===== src/rtl/instr_encoder_pkg.sv =====
// Shared types and constants for the RV32I instruction encoder and its round-trip
// companions (immediate-format select, reference opcodes, field bundle).
package instr_encoder_pkg;

  typedef enum logic [1:0] {
    IMM_I = 2'b00,
    IMM_S = 2'b01,
    IMM_B = 2'b10,
    IMM_J = 2'b11
  } immSrc_e;

  localparam logic [6:0] OP_IMM = 7'h13;
  localparam logic [6:0] STORE  = 7'h23;
  localparam logic [6:0] BRANCH = 7'h63;
  localparam logic [6:0] JAL    = 7'h6F;

  typedef struct packed {
    logic [6:0] opcode;
    logic [4:0] rd;
    logic [4:0] rs1;
    logic [4:0] rs2;
    logic [2:0] funct3;
  } fields_t;

  // True when imm is a sign extension of its bits [signBit:0], i.e. every bit
  // from signBit upward agrees.
  function automatic logic immFits(input logic [31:0] imm, input int unsigned signBit);
    logic signed [31:0] hi;
    hi = $signed(imm) >>> signBit;
    return (hi == '0) || (hi == '1);
  endfunction

endpackage


===== src/rtl/instr_encoder_if.sv =====
// Field-in / word-out bus of the instruction encoder; master drives fields and
// out_ready, slave (the encoder) returns the packed word, its address and error status.
interface instr_encoder_if #(
  parameter int ADDR_W = 6,
  parameter int CNT_W  = 8
);
  import instr_encoder_pkg::*;

  logic              start;
  logic              in_valid;
  logic              in_ready;
  immSrc_e           ImmSrc;
  logic [6:0]        opcode;
  logic [4:0]        rd;
  logic [4:0]        rs1;
  logic [4:0]        rs2;
  logic [2:0]        funct3;
  logic [31:0]       imm;
  logic              out_valid;
  logic              out_ready;
  logic [31:0]       out_instr;
  logic [ADDR_W-1:0] out_addr;
  logic              out_err;
  logic [CNT_W-1:0]  err_cnt;

  modport master (
    output start, in_valid, ImmSrc, opcode, rd, rs1, rs2, funct3, imm, out_ready,
    input  in_ready, out_valid, out_instr, out_addr, out_err, err_cnt
  );

  modport slave (
    input  start, in_valid, ImmSrc, opcode, rd, rs1, rs2, funct3, imm, out_ready,
    output in_ready, out_valid, out_instr, out_addr, out_err, err_cnt
  );

endinterface


===== src/rtl/instr_encoder_imm_pack.sv =====
// Packs decoded fields and a signed immediate into an RV32I word for the I/S/B/J
// formats and flags immediates the format cannot hold. Purely combinational, no backpressure.
module instr_encoder_imm_pack
  import instr_encoder_pkg::*;
(
  input  immSrc_e     immSrc,
  input  logic [31:0] imm,
  input  fields_t     fields,
  output logic [31:0] word,
  output logic        err
);

  always_comb begin
    word = '0;
    err  = 1'b0;
    case (immSrc)
      IMM_I: begin
        word = {imm[11:0], fields.rs1, fields.funct3, fields.rd, fields.opcode};
        err  = !immFits(imm, 11);
      end
      IMM_S: begin
        word = {imm[11:5], fields.rs2, fields.rs1, fields.funct3, imm[4:0], fields.opcode};
        err  = !immFits(imm, 11);
      end
      // B and J carry byte offsets whose bit 0 is implicit, so an odd offset is unencodable.
      IMM_B: begin
        word = {imm[12], imm[10:5], fields.rs2, fields.rs1, fields.funct3,
                imm[4:1], imm[11], fields.opcode};
        err  = !immFits(imm, 12) || imm[0];
      end
      IMM_J: begin
        word = {imm[20], imm[10:1], imm[11], imm[19:12], fields.rd, fields.opcode};
        err  = !immFits(imm, 20) || imm[0];
      end
      default: begin
        word = '0;
        err  = 1'b0;
      end
    endcase
  end

endmodule


===== src/rtl/instr_encoder.sv =====
// RV32I encoder feeding the imem loader: 2-cycle pipeline (pack stage, output stage), 1 word/cycle;
// out_ready backpressure stalls the output stage, and in_ready drops once both stages are full.
module instr_encoder
  import instr_encoder_pkg::*;
#(
  parameter int ADDR_W = 6,
  parameter int CNT_W  = 8
) (
  input  logic           clk,
  input  logic           reset,
  instr_encoder_if.slave bus
);

  localparam logic [CNT_W-1:0] CNT_MAX = '1;

  fields_t           inFields;
  logic [31:0]       packWord;
  logic              packErr;

  logic              s1Valid;
  logic [31:0]       s1Word;
  logic              s1Err;

  logic              outValid;
  logic [31:0]       outInstr;
  logic              outErr;
  logic [ADDR_W-1:0] outAddr;
  logic              zeroPend;
  logic [CNT_W-1:0]  errCnt;

  logic              s2Free;
  logic              inFire;
  logic              outFire;

  assign inFields = '{
    opcode: bus.opcode,
    rd:     bus.rd,
    rs1:    bus.rs1,
    rs2:    bus.rs2,
    funct3: bus.funct3
  };

  instr_encoder_imm_pack immPack (
    .immSrc (bus.ImmSrc),
    .imm    (bus.imm),
    .fields (inFields),
    .word   (packWord),
    .err    (packErr)
  );

  assign s2Free       = !outValid || bus.out_ready;
  assign bus.in_ready = !reset && (!s1Valid || !outValid || bus.out_ready);
  assign inFire       = bus.in_valid && bus.in_ready;
  assign outFire      = outValid && bus.out_ready;

  always_ff @(posedge clk) begin
    if (reset) begin
      s1Valid  <= 1'b0;
      s1Word   <= '0;
      s1Err    <= 1'b0;
      outValid <= 1'b0;
      outInstr <= '0;
      outErr   <= 1'b0;
      outAddr  <= '0;
      zeroPend <= 1'b0;
      errCnt   <= '0;
    end else begin
      if (inFire) begin
        s1Valid <= 1'b1;
        s1Word  <= packWord;
        s1Err   <= packErr;
      end else if (s2Free) begin
        s1Valid <= 1'b0;
      end

      if (s2Free) begin
        outValid <= s1Valid;
        if (s1Valid) begin
          outInstr <= s1Word;
          outErr   <= s1Err;
        end
      end

      // A stalled word keeps its address through start; the restart to 0 is
      // deferred until that word leaves.
      if (bus.start) begin
        errCnt <= '0;
        if (outValid && !bus.out_ready) begin
          zeroPend <= 1'b1;
        end else begin
          outAddr  <= '0;
          zeroPend <= 1'b0;
        end
      end else if (outFire) begin
        outAddr  <= zeroPend ? '0 : outAddr + ADDR_W'(1);
        zeroPend <= 1'b0;
        if (outErr && errCnt != CNT_MAX) begin
          errCnt <= errCnt + CNT_W'(1);
        end
      end
    end
  end

  assign bus.out_valid = outValid;
  assign bus.out_instr = outInstr;
  assign bus.out_err   = outErr;
  assign bus.out_addr  = outAddr;
  assign bus.err_cnt   = errCnt;

endmodule

===== src/flat_wrapper.sv =====
// flat-port wrapper written by rule: the top's interface ports become plain ports
module instr_encoder_flat import instr_encoder_pkg::*;
#(
  parameter int ADDR_W = 6,
  parameter int CNT_W  = 8
)
  (clk, reset, bus_start, bus_in_valid, bus_ImmSrc, bus_opcode, bus_rd, bus_rs1, bus_rs2, bus_funct3, bus_imm, bus_out_ready, bus_in_ready, bus_out_valid, bus_out_instr, bus_out_addr, bus_out_err, bus_err_cnt);
  instr_encoder_if #(.ADDR_W(ADDR_W), .CNT_W(CNT_W)) bus_i ();
  input  logic clk;
  input  logic reset;
  input wire logic [$bits(bus_i.start)-1:0] bus_start;
  input wire logic [$bits(bus_i.in_valid)-1:0] bus_in_valid;
  input wire logic [$bits(bus_i.ImmSrc)-1:0] bus_ImmSrc;
  input wire logic [$bits(bus_i.opcode)-1:0] bus_opcode;
  input wire logic [$bits(bus_i.rd)-1:0] bus_rd;
  input wire logic [$bits(bus_i.rs1)-1:0] bus_rs1;
  input wire logic [$bits(bus_i.rs2)-1:0] bus_rs2;
  input wire logic [$bits(bus_i.funct3)-1:0] bus_funct3;
  input wire logic [$bits(bus_i.imm)-1:0] bus_imm;
  input wire logic [$bits(bus_i.out_ready)-1:0] bus_out_ready;
  output wire logic [$bits(bus_i.in_ready)-1:0] bus_in_ready;
  output wire logic [$bits(bus_i.out_valid)-1:0] bus_out_valid;
  output wire logic [$bits(bus_i.out_instr)-1:0] bus_out_instr;
  output wire logic [$bits(bus_i.out_addr)-1:0] bus_out_addr;
  output wire logic [$bits(bus_i.out_err)-1:0] bus_out_err;
  output wire logic [$bits(bus_i.err_cnt)-1:0] bus_err_cnt;
  assign bus_i.start = bus_start;
  assign bus_i.in_valid = bus_in_valid;
  assign bus_i.ImmSrc = bus_ImmSrc;
  assign bus_i.opcode = bus_opcode;
  assign bus_i.rd = bus_rd;
  assign bus_i.rs1 = bus_rs1;
  assign bus_i.rs2 = bus_rs2;
  assign bus_i.funct3 = bus_funct3;
  assign bus_i.imm = bus_imm;
  assign bus_i.out_ready = bus_out_ready;
  assign bus_in_ready = bus_i.in_ready;
  assign bus_out_valid = bus_i.out_valid;
  assign bus_out_instr = bus_i.out_instr;
  assign bus_out_addr = bus_i.out_addr;
  assign bus_out_err = bus_i.out_err;
  assign bus_err_cnt = bus_i.err_cnt;
  instr_encoder #(.ADDR_W(ADDR_W), .CNT_W(CNT_W)) u_core (.clk(clk), .reset(reset), .bus(bus_i));
endmodule

===== config.mk =====
export PLATFORM = sky130hd
export DESIGN_NAME = instr_encoder_flat
export DESIGN_NICKNAME = d
export VERILOG_FILES = /design/src/rtl/instr_encoder_pkg.sv /design/src/rtl/instr_encoder_if.sv /design/src/rtl/instr_encoder_imm_pack.sv /design/src/rtl/instr_encoder.sv /design/src/flat_wrapper.sv
export SDC_FILE = /design/constraint.sdc
export NUM_CORES = 1
export LEC_CHECK = 0
export ABC_AREA = 1
export ABC_CLOCK_PERIOD_IN_PS = 1250
export CAP_MARGIN = 20
export CORE_UTILIZATION = 42
export DETAILED_ROUTE_END_ITERATION = 8
export PLACE_DENSITY = 0.76
export SYNTH_ARGS = -nofsm -noshare
export SYNTH_HDL_FRONTEND = slang
export SYNTH_SLANG_ARGS = --single-unit
export TNS_END_PERCENT = 10

===== constraint.sdc =====
create_clock -name clk -period 1.25 [get_ports clk]
set_input_delay 0.125 -clock clk [delete_from_list [all_inputs] [get_ports clk]]
set_output_delay 0.125 -clock clk [all_outputs]
set_load 0.01 [all_outputs]

### Yosys cells after proc, flatten, opt, wreduce, memory -nomap -nowiden

Index checks and enable logic that the tools add are counted.

| word-level totals | value |
|---|---|
| flip-flop bits (word level) | 83 |
| output and inout port bits | 49 |
| word-level logic and storage cells | 61 |

| operators by class | value |
|---|---|
| reductions and logical operators | 31 |
| eq/ne operators | 8 |
| add/subtract/negate cells | 2 |
| multiplexer cells | 11 |

Operators by type and width:

| operator | count |
|---|---|
| 32-bit case mux with 4 select lines | 1 |
| 32-bit equality test, second input constant | 3 |
| 32-bit logical NOT | 3 |
| 6-bit 2-to-1 mux | 4 |
| 8-bit by 1-bit adder with 8-bit output, second input constant | 1 |
| 1-bit logical OR | 8 |
| 8-bit != test, second input constant | 1 |
| 1-bit logical NOT | 7 |
| 6-bit by 1-bit adder with 6-bit output, second input constant | 1 |
| 2-bit AND reduction | 3 |
| 1-bit logical AND | 5 |
| 1-bit 2-to-1 mux | 5 |
| 2-bit equality test, second input constant | 2 |
| 2-bit nonzero test | 2 |
| 2-bit OR reduction | 2 |
| 1-bit case mux with 3 select lines | 1 |
| 2-bit by 1-bit equality test with 1-bit output, second input constant | 1 |
| 2-bit logical NOT | 1 |
| 2-bit != test, second input constant | 1 |

### Longest topological paths before layout

Gate-level depths: netlist (run 1).

| logic depth | value |
|---|---|
| word-level depth | 6 |
| depth in mapped cells | 10 |

### Cells and area by module

A second synthesis (run 1) with hierarchy kept.

| second synthesis, totals | value |
|---|---|
| cell total of the unflattened synthesis | 551 |
| area total of the unflattened synthesis | 3806.2 um^2 |

By module, submodules not included:

| module | area each (um^2) | times used | cells each |
|---|---|---|---|
| instr_encoder | 3148.0 | 1 | 417 |
| instr_encoder_imm_pack | 658.1 | 1 | 134 |

### Worst setup path after synthesis (run 1)

Ideal clock, no wire load.

| path | value |
|---|---|
| kind | reg2reg |
| start | register u_core.errCnt[0] (netlist: u_core.bus.err_cnt[0]) |
| end | register u_core.errCnt[6] (netlist: u_core.bus.err_cnt[6]) |
| slack | -79 ps |
| data arrival time | 1215 ps |
| buffers on the path | 0 |
| stages on the path, launching flop included | 7 |
| setup time | 114 ps |
| period minus slack after synthesis | 1329 ps |
| cell sequence | dfxtp_1 ha_1 nand4_1 o21ai_2 or2_1 xor2_1 nor2_1 |

| between the ends | value |
|---|---|
| cells in the longest elaborated chain, start to end | 3 |

Ends and longest elaborated chain:

| item | RTL line | text |
|---|---|---|
| start: declaration | instr_encoder.sv:29 | `logic [CNT_W-1:0] errCnt;` |
| start signal: assignment | instr_encoder.sv:98 | `errCnt <= errCnt + CNT_W'(1);` |
| branches (longest 3 deep; another with 8-bit by 1-bit adder with 8-bit output) | -- |  |

Parallel ways; which one is timed is not known.
A chain may end at the register's enable or synchronous reset.

### Final worst setup path (run 1)

| path | value |
|---|---|
| start | register u_core.errCnt[1] (netlist: u_core.bus.err_cnt[1]) |
| end | register u_core.errCnt[7] (netlist: u_core.bus.err_cnt[7]) |

The elaborated chain is that of the path after synthesis.

==> impl_metrics.ini, run 1 <==
[synthesis]
synthMuxAreaShare = 0
netlist_area_um2 = 3588
synthDistinctLibCells = 36
synth-simple-area-share = 0.2514
syn_avg_cell_area_um2 = 7.445
synth_cells = 482
ys_ff_latch = 83
synth_xor_area_frac = 0.004881
synth_nets = 548
synth_warnings = 0
synth_edf_count = 0
ys.flop_type = dfxtp_1
ys_seq_area_frac = 0.4630
synth_top_family_by_area = simple AND/OR/NAND/NOR gates
synth_compound_area_frac = 0.1956
synth_fa_ha_area_frac = 0.006974
async_flop_share = 0

[timing]
worstMarginPinSlew_ns = 0.2378
clock.fmax_mhz = 736.9
rsz0062_at_grt = true
period_share = 1.086
clock_skew_ns = 0.009679
slew_violations = 0
hold_viol = 0
whs_ns = 0.2061
setup_slack_ns = -0.1071
setup_viol = 8
fin_crit_ns = 1.357
relSlewSlack = 0.8398
fin_setup_tns_ns = -0.6197

[layout]
n_fill_cell = 766
layout-drive-gt1-share = 0.1953
stdcell_area_um2 = 5433
nNetsFinal = 701
diodes = 0
area_growth_pct = 51.39

[place]
post_dp_cell_area_um2 = 5179
hpwl_mm = 6.851
gp_congestion = 0.9403
port-buffer-count = 112

[global_routing]
grt_pass1_vias = 3380
grt_pass1_wl_mm = 14.81
grt_usage = 0.2115
gr-total-overflow = 0
grt_max_degree = 29
grt_antenna_before_repair = 0

[clocking]
ctsHoldBuffers = 0
clkTransAtPathRegs_ns = 0.09
cts-buffers-inserted = 9
insertion_delay_ns = 0.35
cts_buffer_depth = 2
clkSinkCount = 83
cts_tree = done
ctsHtreeMaxLevel = 3
clockRootBuffer = clkbuf_8

[critical_path]
worstPathArrival_ns = 1.60
r2r-start = u_core.bus.err_cnt[1]$_SDFFE_PP0P_
crit_type = reg -> reg
crit_fanout = 8
reg2reg_to = u_core.bus.err_cnt[7]$_SDFFE_PP0P_
critical_path_required_ns = 1.49
crit_path_end_kind = register
reg2reg_depth = 7
cp-start-kind = register
reg2reg_slack_ns = -0.11

[drt]
ant_nets = 0
wire_per_inst_um = 12.31
vias = 3635
drc = 0
wl_mm = 9.173
first_pass_iters = 4
first_iter_violations = 113
via_per_inst = 4.879

[power]
ir_worst_vdd_v = 0.0004976
p_leak_nw = 2.418
power_per_cell_area_nw_per_um2 = 1110
power.total_mw = 6.029

[run_status]
status = finished, violations left
violations = setup timing

[worst_hold_path]
holdCritPathClass = in -> reg
min_to = u_core.s1Word[31]$_SDFFE_PP0P_
min-delay-start = bus_imm[20]
min_path_cells = 3

[die]
rows = 33
pin_count = 113
fp.dieW_um = 94.44
initial_core_util = 0.4345
core_um2 = 8258
die_area_um2 = 8918
die_y_um = 94.44

[run]
maxCapViolCount = 0
-- sequential cells by signal, summed over array words and instances (netlist names) --
name / cells
u_core.s1Word: 32
u_core.bus.err_cnt: 8
u_core.bus.out_addr: 6
u_core.s1Valid: 1
u_core.zeroPend: 1
u_core.bus.out_err: 1
u_core.bus.out_instr: 32
u_core.s1Err: 1
u_core.bus.out_valid: 1
-- metrics by stage --
stage          instances  setup slack, ns  utilization
5_1_grt              745          -0.1879       0.6579
3_5_place_dp         728          -0.2963       0.6271
6_report             745          -0.1071       0.6579
2_1_floorplan        482       -0.0001356            -
4_1_cts              744          -0.1378       0.6506
3_3_place_gp         728          -0.2924       0.6271
-- area by class of cell --
cell class                      instances  area (um^2)  share of cell area
Clock inverter                          7        98.84             0.01819
Multi-Input combinational cell        339         1718              0.3162
Sequential cell                        83         1678              0.3088
Clock buffer                            9        123.9             0.02280
Timing Repair Buffer                  162         1525              0.2807
Inverter                               40        157.7             0.02902
Tap cell                              105        131.4             0.02418
-- cells by family after synthesis --
logic type | after synthesis
compound gates | 121
xor+xnor | 2
fa+ha+maj | 2
buf+inv | 60
flops | 83
simple gates | 214
-- worst max path at each step --
stage	from	to	slack, ns	cells after the start
detailed placement	bus_out_ready	bus_in_ready	-0.30	6
global route	u_core.bus.err_cnt[1]$_SDFFE_PP0P_	u_core.bus.err_cnt[4]$_SDFFE_PP0P_	-0.19	8
finish	u_core.bus.err_cnt[1]$_SDFFE_PP0P_	u_core.bus.err_cnt[7]$_SDFFE_PP0P_	-0.11	7
global placement	bus_out_ready	bus_in_ready	-0.29	6
floorplan	u_core.bus.out_valid$_SDFFE_PP0N_	u_core.s1Word[7]$_SDFFE_PP0P_	-0.0001	8
CTS	u_core.s1Valid$_SDFFE_PP0P_	bus_in_ready	-0.14	4
-- metal layers --
| metal | track usage | vias up | wire length, um |
|---|---|---|---|
| met5 | 0 | - | 0 |
| met4 | 0.07949 | 0 | 99 |
| met3 | 0.04670 | 6 | 372 |
| met2 | 0.3708 | 85 | 4642 |
| met1 | 0.2510 | 1659 | 4057 |
| li1 | - | 1885 | - |
-- cell usage after synthesis (3+ instances only) --
library cell | number | area, um^2
nand3_1 | 22 | 110.1
o21ai_1 | 13 | 65.06
a21oi_2 | 4 | 35.03
a21oi_1 | 34 | 170.2
inv_2 | 8 | 30.03
a31oi_1 | 10 | 62.56
o211ai_2 | 3 | 37.54
o21ai_0 | 46 | 230.2
inv_1 | 29 | 108.9
dfxtp_1 | 83 | 1662
nand2_1 | 92 | 345.3
nor2_1 | 80 | 300.3
buf_4 | 3 | 22.52
nand4_1 | 5 | 31.28
clkbuf_1 | 4 | 15.01
buf_2 | 10 | 50.05
o21ai_2 | 8 | 70.07
-- worst max-delay path, stage by stage, from the launching register on --
cell and delay (ns):
dfxtp_4 0.38, ha_4 0.13, nand4_1 0.13, o21ai_2 0.22
inv_2 0.12, buf_4 0.15, nand2_1 0.06, a21oi_1 0.06
-- power by group --
part | switching [mW] | internal, mW
Clock | 0.997 | 1.14
Sequential | 0.0827 | 2.80
Combinational | 0.483 | 0.523
-- placed cells by master (no fill, tap or decap), types with 8 or more instances in the layout --
master           count
clkdlybuf4s50_1     61
a21oi_1             31
nand2_1             91
nand3_1             21
a31oi_1              9
o21ai_0             37
inv_2               10
o21ai_1             21
buf_4               41
dfxtp_1             76
clkbuf_8             9
o21ai_2              8
nor2_1              76
dlygate4sd2_1       42
inv_1               27
-- what timing repair did --
action	4_1_cts	5_1_grt
resized for setup	63	34
endpoints found under the setup margin	112	62
buffers inserted	0	1
pin swaps	4	2
Power figures use the tool's default switching activity.
==> run 2, diff against run 1 <==
--- a/config.mk
+++ b/config.mk
@@ -7,7 +7,7 @@
 export LEC_CHECK = 0
 export ABC_AREA = 1
 export ABC_CLOCK_PERIOD_IN_PS = 1250
-export CAP_MARGIN = 20
+export CAP_MARGIN = 10
 export CORE_UTILIZATION = 42
 export DETAILED_ROUTE_END_ITERATION = 8
 export PLACE_DENSITY = 0.76
==> results of run 2 <==
Final layout, timing and power as in run 1 (identical DEF).
